### src/rtl/gpio_handoff_ctrl.sv
// Boot-to-host handoff sequencer: drives the GPIO register port to raise the
// handoff pin, polls the input-data register for the host ack, then releases the pin.
module gpio_handoff_ctrl #(
    parameter int          N          = 24,
    parameter int          AW         = 32,
    parameter int          PW         = 2*AW+40,
    parameter int          HO_BIT     = 4,
    parameter int          ACK_BIT    = 5,
    parameter logic [31:0] OEN_ADDR   = 32'h0,
    parameter logic [31:0] ODATA_ADDR = 32'h8,
    parameter logic [31:0] IDATA_ADDR = 32'h10,
    parameter int          RD_LAT     = 1,
    parameter int          POLL_GAP   = 8,
    parameter int          TO_W       = 16
) (
    input  logic            clk,
    input  logic            reset,
    input  logic            start,
    input  logic            abort,
    input  logic [TO_W-1:0] timeout_lim,
    input  logic [N-1:0]    oen_base,
    input  logic [N-1:0]    odata_base,
    input  logic [31:0]     reg_rdata,
    output logic            reg_access,
    output logic [PW-1:0]   reg_packet,
    output logic            busy,
    output logic            handed_off,
    output logic            done,
    output logic            timeout
);

    localparam int          GW      = (POLL_GAP > 1) ? $clog2(POLL_GAP) : 1;
    localparam logic [N-1:0] HO_MASK = N'(1) << HO_BIT;

    typedef enum logic [3:0] {
        IDLE, CFG_OEN, ASSERT, POLL_REQ, POLL_WAIT, CHECK, GAP, RELEASE, FIN
    } state_t;

    state_t          state, state_n;
    logic [TO_W-1:0] lim_q, poll_cnt, poll_cnt_n;
    logic [N-1:0]    odata_q;
    logic [1:0]      wait_cnt, wait_cnt_n;
    logic [GW-1:0]   gap_cnt, gap_cnt_n;
    logic            ok_q, ok_n, ack_q, ack_n;
    logic            latch_en, abort_to;
    logic            access_n, busy_n, handed_n, done_n, timeout_n;
    logic [PW-1:0]   pkt_n;
    logic            unused_rdata;

    assign unused_rdata = ^reg_rdata;

    function automatic logic [PW-1:0] build_pkt(input logic wr, input logic [AW-1:0] addr,
                                                input logic [AW-1:0] data);
        logic [PW-1:0] p;
        p              = '0;
        p[0]           = wr;
        p[2:1]         = 2'b10;
        p[AW+7:8]      = addr;
        p[2*AW+7:AW+8] = data;
        return p;
    endfunction

    always_comb begin
        state_n    = state;
        poll_cnt_n = poll_cnt;
        wait_cnt_n = wait_cnt;
        gap_cnt_n  = gap_cnt;
        ok_n       = ok_q;
        ack_n      = ack_q;
        latch_en   = 1'b0;
        abort_to   = 1'b0;
        case (state)
            IDLE: begin
                if (start && !abort) begin
                    state_n    = CFG_OEN;
                    latch_en   = 1'b1;
                    poll_cnt_n = '0;
                end
            end
            CFG_OEN: begin
                if (abort) begin
                    state_n  = IDLE;
                    abort_to = 1'b1;
                end else begin
                    state_n = ASSERT;
                end
            end
            ASSERT:   state_n = POLL_REQ;
            POLL_REQ: begin
                state_n    = POLL_WAIT;
                wait_cnt_n = 2'(RD_LAT-1);
            end
            POLL_WAIT: begin
                // Stay RD_LAT cycles so the sample lands on the readback cycle.
                if (wait_cnt == 2'd0) begin
                    ack_n   = reg_rdata[ACK_BIT];
                    state_n = CHECK;
                end else begin
                    wait_cnt_n = wait_cnt - 2'd1;
                end
            end
            CHECK: begin
                if (ack_q) begin
                    ok_n    = 1'b1;
                    state_n = RELEASE;
                end else if (poll_cnt == lim_q) begin
                    ok_n    = 1'b0;
                    state_n = RELEASE;
                end else begin
                    if (poll_cnt != {TO_W{1'b1}})
                        poll_cnt_n = poll_cnt + 1'b1;
                    gap_cnt_n = GW'(POLL_GAP-1);
                    state_n   = GAP;
                end
            end
            GAP: begin
                if (gap_cnt == '0) state_n = POLL_REQ;
                else               gap_cnt_n = gap_cnt - 1'b1;
            end
            RELEASE: state_n = FIN;
            FIN:     state_n = IDLE;
            default: state_n = IDLE;
        endcase
        // Once the pin is driven high an abort must still produce the release write.
        if (abort && (state inside {ASSERT, POLL_REQ, POLL_WAIT, CHECK, GAP})) begin
            state_n = RELEASE;
            ok_n    = 1'b0;
        end
    end

    always_comb begin
        access_n = 1'b0;
        pkt_n    = '0;
        case (state_n)
            CFG_OEN: begin
                access_n = 1'b1;
                pkt_n    = build_pkt(1'b1, AW'(OEN_ADDR), AW'(oen_base | HO_MASK));
            end
            ASSERT: begin
                access_n = 1'b1;
                pkt_n    = build_pkt(1'b1, AW'(ODATA_ADDR), AW'(odata_q | HO_MASK));
            end
            POLL_REQ: begin
                access_n = 1'b1;
                pkt_n    = build_pkt(1'b0, AW'(IDATA_ADDR), '0);
            end
            RELEASE: begin
                access_n = 1'b1;
                pkt_n    = build_pkt(1'b1, AW'(ODATA_ADDR), AW'(odata_q & ~HO_MASK));
            end
            default: ;
        endcase
        busy_n    = (state_n != IDLE);
        handed_n  = (state_n inside {ASSERT, POLL_REQ, POLL_WAIT, CHECK, GAP});
        done_n    = (state_n == FIN) && ok_n;
        timeout_n = ((state_n == FIN) && !ok_n) || abort_to;
    end

    // Outputs are registered from the next state so each packet appears in the
    // cycle its state is occupied.
    always_ff @(posedge clk) begin
        if (reset) begin
            state      <= IDLE;
            poll_cnt   <= '0;
            wait_cnt   <= '0;
            gap_cnt    <= '0;
            ok_q       <= 1'b0;
            ack_q      <= 1'b0;
            reg_access <= 1'b0;
            reg_packet <= '0;
            busy       <= 1'b0;
            handed_off <= 1'b0;
            done       <= 1'b0;
            timeout    <= 1'b0;
        end else begin
            state      <= state_n;
            poll_cnt   <= poll_cnt_n;
            wait_cnt   <= wait_cnt_n;
            gap_cnt    <= gap_cnt_n;
            ok_q       <= ok_n;
            ack_q      <= ack_n;
            reg_access <= access_n;
            reg_packet <= pkt_n;
            busy       <= busy_n;
            handed_off <= handed_n;
            done       <= done_n;
            timeout    <= timeout_n;
        end
    end

    always_ff @(posedge clk) begin
        if (latch_en) begin
            lim_q   <= timeout_lim;
            odata_q <= odata_base;
        end
    end

endmodule

### config.mk
export PLATFORM = sky130hd
export DESIGN_NAME = gpio_handoff_ctrl
export DESIGN_NICKNAME = d
export VERILOG_FILES = /design/src/rtl/gpio_handoff_ctrl.sv
export SDC_FILE = /design/constraint.sdc
export NUM_CORES = 1
export LEC_CHECK = 0
export CORE_ASPECT_RATIO = 1.5
export CORE_MARGIN = 4
export CORE_UTILIZATION = 30
export CTS_CLUSTER_DIAMETER = 80
export DETAILED_ROUTE_END_ITERATION = 12
export DONT_BUFFER_PORTS = 1
export GPL_TIMING_DRIVEN = 0
export HOLD_SLACK_MARGIN = 0.05
export PLACE_DENSITY = 0.5
export SLEW_MARGIN = 20
export SYNTH_ARGS = -nofsm -noshare
export SYNTH_HDL_FRONTEND = slang
export SYNTH_SLANG_ARGS = --single-unit
### constraint.sdc
create_clock -name clk -period 2.6 [get_ports clk]
set_input_delay 0.39 -clock clk [delete_from_list [all_inputs] [get_ports clk]]
set_output_delay 0.39 -clock clk [all_outputs]
set_load 0.005 [all_outputs]
==> results.toml <==
[route]
detail_route.drc_violations = 0
detail_route.vias_per_cell = 4.428
detail_route.wl_per_cell_um = 14.87
route.final.wire_length_um = 11150
dr_total_vias = 3321
drtIter0Drc = 143
dr.pass1.iters = 4
postRouteAntennaNets = 0

[synthesis]
yosysMostFrequentCell = "buf_4"
ys_types = 59
number_of_enable_type_register_cells_in_the_synthesized_netlist = 39
synthArstFlopShare_pct = 0
yosysWarningCount = 0
ys_dominant_reg_cell = "dfxtp_1"
post-synth-top-area-cell = "dfxtp_1"
synth_area_um2 = 4731
post_synth_main_area_contributors = "dfxtp_1, edfxtp_1, buf_4, a22oi_1, nor3_1"
synth_top_area_share_pct = 25.39
netlist_top_cells_count = "buf_4, dfxtp_1, edfxtp_1"
synth-seq-area-share_pct = 50.15
syn_area_per_cell_um2 = 10.37
postSynthRegisterBits = 99
syn_inst = 456

[hold_path]
hold_path_class = "input pin to flip-flop"
timing.hold.worst_path_depth = 0

[floorplanning]
die_w_um = 110.5
floorplan.initialDensity_pct = 30.41
die_height_um = 161.8
die-area_um2 = 17880
floorplan.core_area_um2 = 15550
ios = 209
num_rows = 56

[global_routing]
grt_max_degree = 49
wire_length_of_the_first_global_routing_pass_um = 17600
grt_pass1_vias = 3240
grt_remaining_overflow = 0
number_of_antenna_violations_at_the_first_check_in_global_routing = 0
globalRouteTotalUtil_pct = 12.29

[power]
static-leakage-power_nw = 2.235
power_mw = 4.715
p_per_area_nw_per_um2 = 845.6
max_rail_drop_vdd_v = 0.0004387

[sta]
timing.hold.ws_ns = 0.1352
setup_ws_ns = 0.2952
slew-limit-headroom_pct = 48.33
timing.clock.skew_ns = 0.01298
timing_max_transition_violations_final = 0
final_period_minus_worst_setup_slack_ns = 2.305
rsz0062_at_grt = "false"
finalHoldViolCount = 0
number_of_setup_violations_in_the_final_report = 0
max_freq_ghz = 0.4339
worst-slew-pin-transition_ns = 0.7646
final.period_utilization_pct = 88.64

[cells_and_area]
finalInstanceArea_um2 = 5577
fill_cells = 1596
final_nets = 646
post_route_cells_drive_above_1_share_pct = 23.03
final-instance-count-excl-fill = 750
syn2layout_area_growth_pct = 17.88
diodes = 0

[placement]
placement.io_buffers = 0
postPlaceCellArea_um2 = 5268
place_ws_ns = -0.05473
gpl.final_weighted_congestion = 0.8395
sum_of_net_half_perimeters_after_detailed_placement_um = 8691
placed_cells_incl_taps = 734

[worst_setup_path]
ff2ff_path_depth = 8
setup.worst_path.end_class = "flip-flop"
timing.critical_path.required_ns = 2.87
crit_type = "flip-flop to flip-flop"
timing.critical_path.fanout_max = 10
critical_path.startpoint_type = "flip-flop"
arrival_ns = 2.57

[run_status]
run_status = "complete, no violations"

[cts]
cts_inserted_buffers = 9
clock_sinks = 99
cts_hold_buf = 0
clk_transition_reported_paths_ns = 0.08
htree_levels = 3
clock_insertion_delay_worst_skew_ns = 0.34
clockRootBuffer = "clkbuf_16"
clock_path_buffers = 2
cts_tree = "built"

[job]
max-cap-violations = 0
per-stage QoR:
| stage | util (%) | setup TNS (ns) |
|---|---|---|
| 2_1_floorplan | - | 0 |
| 3_3_place_gp | 33.90 | -6.731 |
| 3_5_place_dp | 33.86 | -0.1881 |
| 4_1_cts | 35.76 | 0 |
| 5_1_grt | 35.85 | 0 |
| 6_report | 35.85 | 0 |
layout make-up:
cell class | instances | area (um2) | share of cell area [%]
buffer | 97 | 701.9 | 12.59
multi-input combinational | 324 | 1912 | 34.28
inverter | 11 | 41.29 | 0.7404
clock inverter | 7 | 70.07 | 1.256
clock buffer | 9 | 225.2 | 4.039
sequential | 99 | 2372 | 42.54
tap | 203 | 254.0 | 4.555
power breakdown:
group	switching [mW]	internal [mW]	leakage (nW)
Sequential	0.123	1.87	0.846
Clock	0.625	0.674	0.141
Combinational	0.910	0.516	1.25
Total	1.66	3.06	2.24
critical path, cell delays in order (launching register included):
cell	delay, ns
edfxtp_1	0.39
xnor2_1	0.27
nor4b_2	0.30
nand4_1	0.32
o21ai_4	0.38
buf_6	0.20
buf_6	0.15
o21ai_1	0.08
a21oi_1	0.14
cell usage in the layout (no fill, tap or decap), types with 2 or more instances in the layout:
cell        n
buf_4      79
conb_1     76
dfxtp_1    60
edfxtp_1   39
nor3_1     30
nor2_1     25
a22oi_1    24
a21oi_1    19
nand2_1    18
xor2_1     16
or4_1      11
inv_1      10
nand3_1    10
buf_2       9
clkbuf_16   9
o31ai_1     8
nor2b_1     5
or3_1       5
nor4_1      5
clkbuf_1    5
buf_6       4
nand2b_1    4
xnor2_1     4
mux2i_1     4
o21ai_0     4
o21a_1      4
o21ai_1     4
ha_1        4
nand4_1     3
nand3b_1    3
a21oi_2     3
o21bai_1    2
a211oi_1    2
a21o_1      2
or2_2       2
a31oi_1     2
and3_1      2
o211ai_1    2
clkinv_4    2
inv_6       2
sequential cells by signal, indices dropped and copies added (netlist names):
| name | cells |
|---|---|
| timeout | 1 |
| wait_cnt | 2 |
| state | 4 |
| handed_off | 1 |
| poll_cnt | 16 |
| reg_packet | 28 |
| odata_q | 23 |
| lim_q | 16 |
| gap_cnt | 3 |
| ok_q | 1 |
| done | 1 |
| busy | 1 |
| ack_q | 1 |
| reg_access | 1 |
path summary, 6_finish.rpt:
kind	start	end	slack [ns]
worst max-delay path	lim_q[5]	poll_cnt[3]	0.30
worst min-delay path	timeout_lim[13]	lim_q[13]	0.14
worst max register to register	lim_q[5]	poll_cnt[3]	0.30
worst min register to register	gap_cnt[1]	gap_cnt[1]	0.47
layer usage:
metal | global-route usage, % | wire [um]
met4 | 4.818 | 266
met5 | 0 | 0
met3 | 4.398 | 866
met1 | 13.24 | 4150
met2 | 21.93 | 5867
cells by family (layout without fill, tap and decap cells):
group	after synthesis	count (layout)	share of synthesized area (%)
xor+xnor	20	20	3.703
simple gates	138	138	16.64
flops	99	99	50.15
other cells	1	76	0.07927
buf+inv	108	124	15.63
mux	5	5	1.084
compound gates	81	81	11.66
fa+ha+maj	4	4	1.058
timing repair:
| action | CTS | global route |
|---|---|---|
| resized for setup | 0 | 2 |
| buffers inserted | 0 | 0 |
| endpoints found under the setup margin | 0 | 6 |
(Power assumes the default switching activity.)
==> edit: new RTL, config.mk and constraints unchanged <==
Change the parameter `AW` from 32 to 48.
--- a/src/rtl/gpio_handoff_ctrl.sv
+++ b/src/rtl/gpio_handoff_ctrl.sv
@@ -4,3 +4,3 @@
     parameter int          N          = 24,
-    parameter int          AW         = 32,
+    parameter int          AW         = 48,
     parameter int          PW         = 2*AW+40,
Interface: changed (resized reg_packet); port bits go from 209 to 241. No check against the original RTL was run, so the function may have changed too.
==> edit against the unedited design <==
Clock skew down 1.3 ps; routed wire length up 4.9%; total power up 1.5%; sequential cell count unchanged; area after synthesis up 5.1%; design area up 6.3%; setup slack worse by 11 ps; highest routed layer unchanged.
==> edit: results <==
export IMPL_outcome="completed"
export IMPL_wire_per_inst_um=14.32
export IMPL_vias_per_cell=4.315
export IMPL_grt_max_degree=49
export IMPL_synth_cell_types=59
export IMPL_ys_seq_area_share_pct=47.72
export IMPL_drive_gt1_share_pct=25.70
export IMPL_worstSkewPairLatency_ps=350
export IMPL_grt_pass1_wl_um=17520
export IMPL_met3_length_um=848
export IMPL_vdd_ir_drop_max_v=0.0004717
export IMPL_preCtsSetupSlack_ps=-47.56
export IMPL_placed_area_um2=5632
export IMPL_final_nets=710
export IMPL_skew_ps=11.72
export IMPL_leakagePower_uw=0.002513
export IMPL_slowest_stage="o21ai_2"
export IMPL_fin_hold_ws_ps=132.6
export IMPL_grtUsageMet3_pct=2.883
export IMPL_path_delay_family="compound AO/OA/AOI/OAI gates"
export IMPL_dr_pass1_iters=4
export IMPL_final_instance_count_excl_fill=817
export IMPL_critPathMaxStageDelay_ps=430
export IMPL_holdPathEnd="odata_q[21]$_DFFE_PP_"
export IMPL_grt_pass1_vias=3327
export IMPL_postCtsSetupBuffers=0
export IMPL_met1_usage_pct=11.98
export IMPL_placed_cells=801
export IMPL_startpoint="lim_q[5]$_DFFE_PP_"
export IMPL_use_met2_pct=22.52
export IMPL_hpwl_um=9244
export IMPL_r2r_end="poll_cnt[11]$_SDFFE_PP0P_"
export IMPL_yosys_top_cells_count="110 x buf_4, 60 x dfxtp_1, 39 x edfxtp_1, 30 x nor3_1, 25 x nor2_1"
export IMPL_synthTopCellsByArea="dfxtp_1 24%, edfxtp_1 24%, buf_4 17%, a22oi_1 3.6%, nor3_1 3.0%"
export IMPL_gr_usage_all_layers_pct=11.83
export IMPL_wl_met2_um=6483
export IMPL_worst_slew_pin_slew_ps=729.3
export IMPL_syn_avg_cell_area_um2=10.19
export IMPL_hp_start="odata_base[21]"
export IMPL_critical_path_class="reg2reg"
export IMPL_m1WireLength_um=4087
export IMPL_routabilityCongestion=0.8482
export IMPL_drt_iter0_markers=158
export IMPL_clock_root_buffer="clkbuf_16"
export IMPL_fin_ws_ps=284.5
export IMPL_netSwitchingFraction_pct=34.73
edit: cell count changes in the layout (fill, tap and decap cells not counted), sizes merged:
cell      unedited run  this run
clkinvlp             1         2
clkinv               3         2
clkbuf              14        16
inv                 14        13
conb                76       108
buf                 92       123
edit: logic make-up after synthesis:
logic type,share of synthesized area (%)
buf+inv,19.71
simple gates,15.83
flops,47.72
compound gates,11.10
xor+xnor,3.524
mux,1.032
fa+ha+maj,1.007
other cells,0.07544
edit: area by class of cell:
type | count | area, um^2
fill | 1622 | 10330
sequential | 99 | 2372
multi-input combinational | 356 | 2021
buffer | 129 | 942.2
tap | 206 | 257.7
clock buffer | 10 | 250.2
clock inverter | 6 | 45.04
inverter | 11 | 41.29
edit: power by group through the flow:
stage               Combinational (uW)  Clock, uW  Sequential (uW)
floorplan                         1150          0             1980
detailed placement                1470          0             2040
global placement                  1450          0             2050
global route                      1630       1420             2020
CTS                               1480       1350             2010
finish                            1480       1310             2000
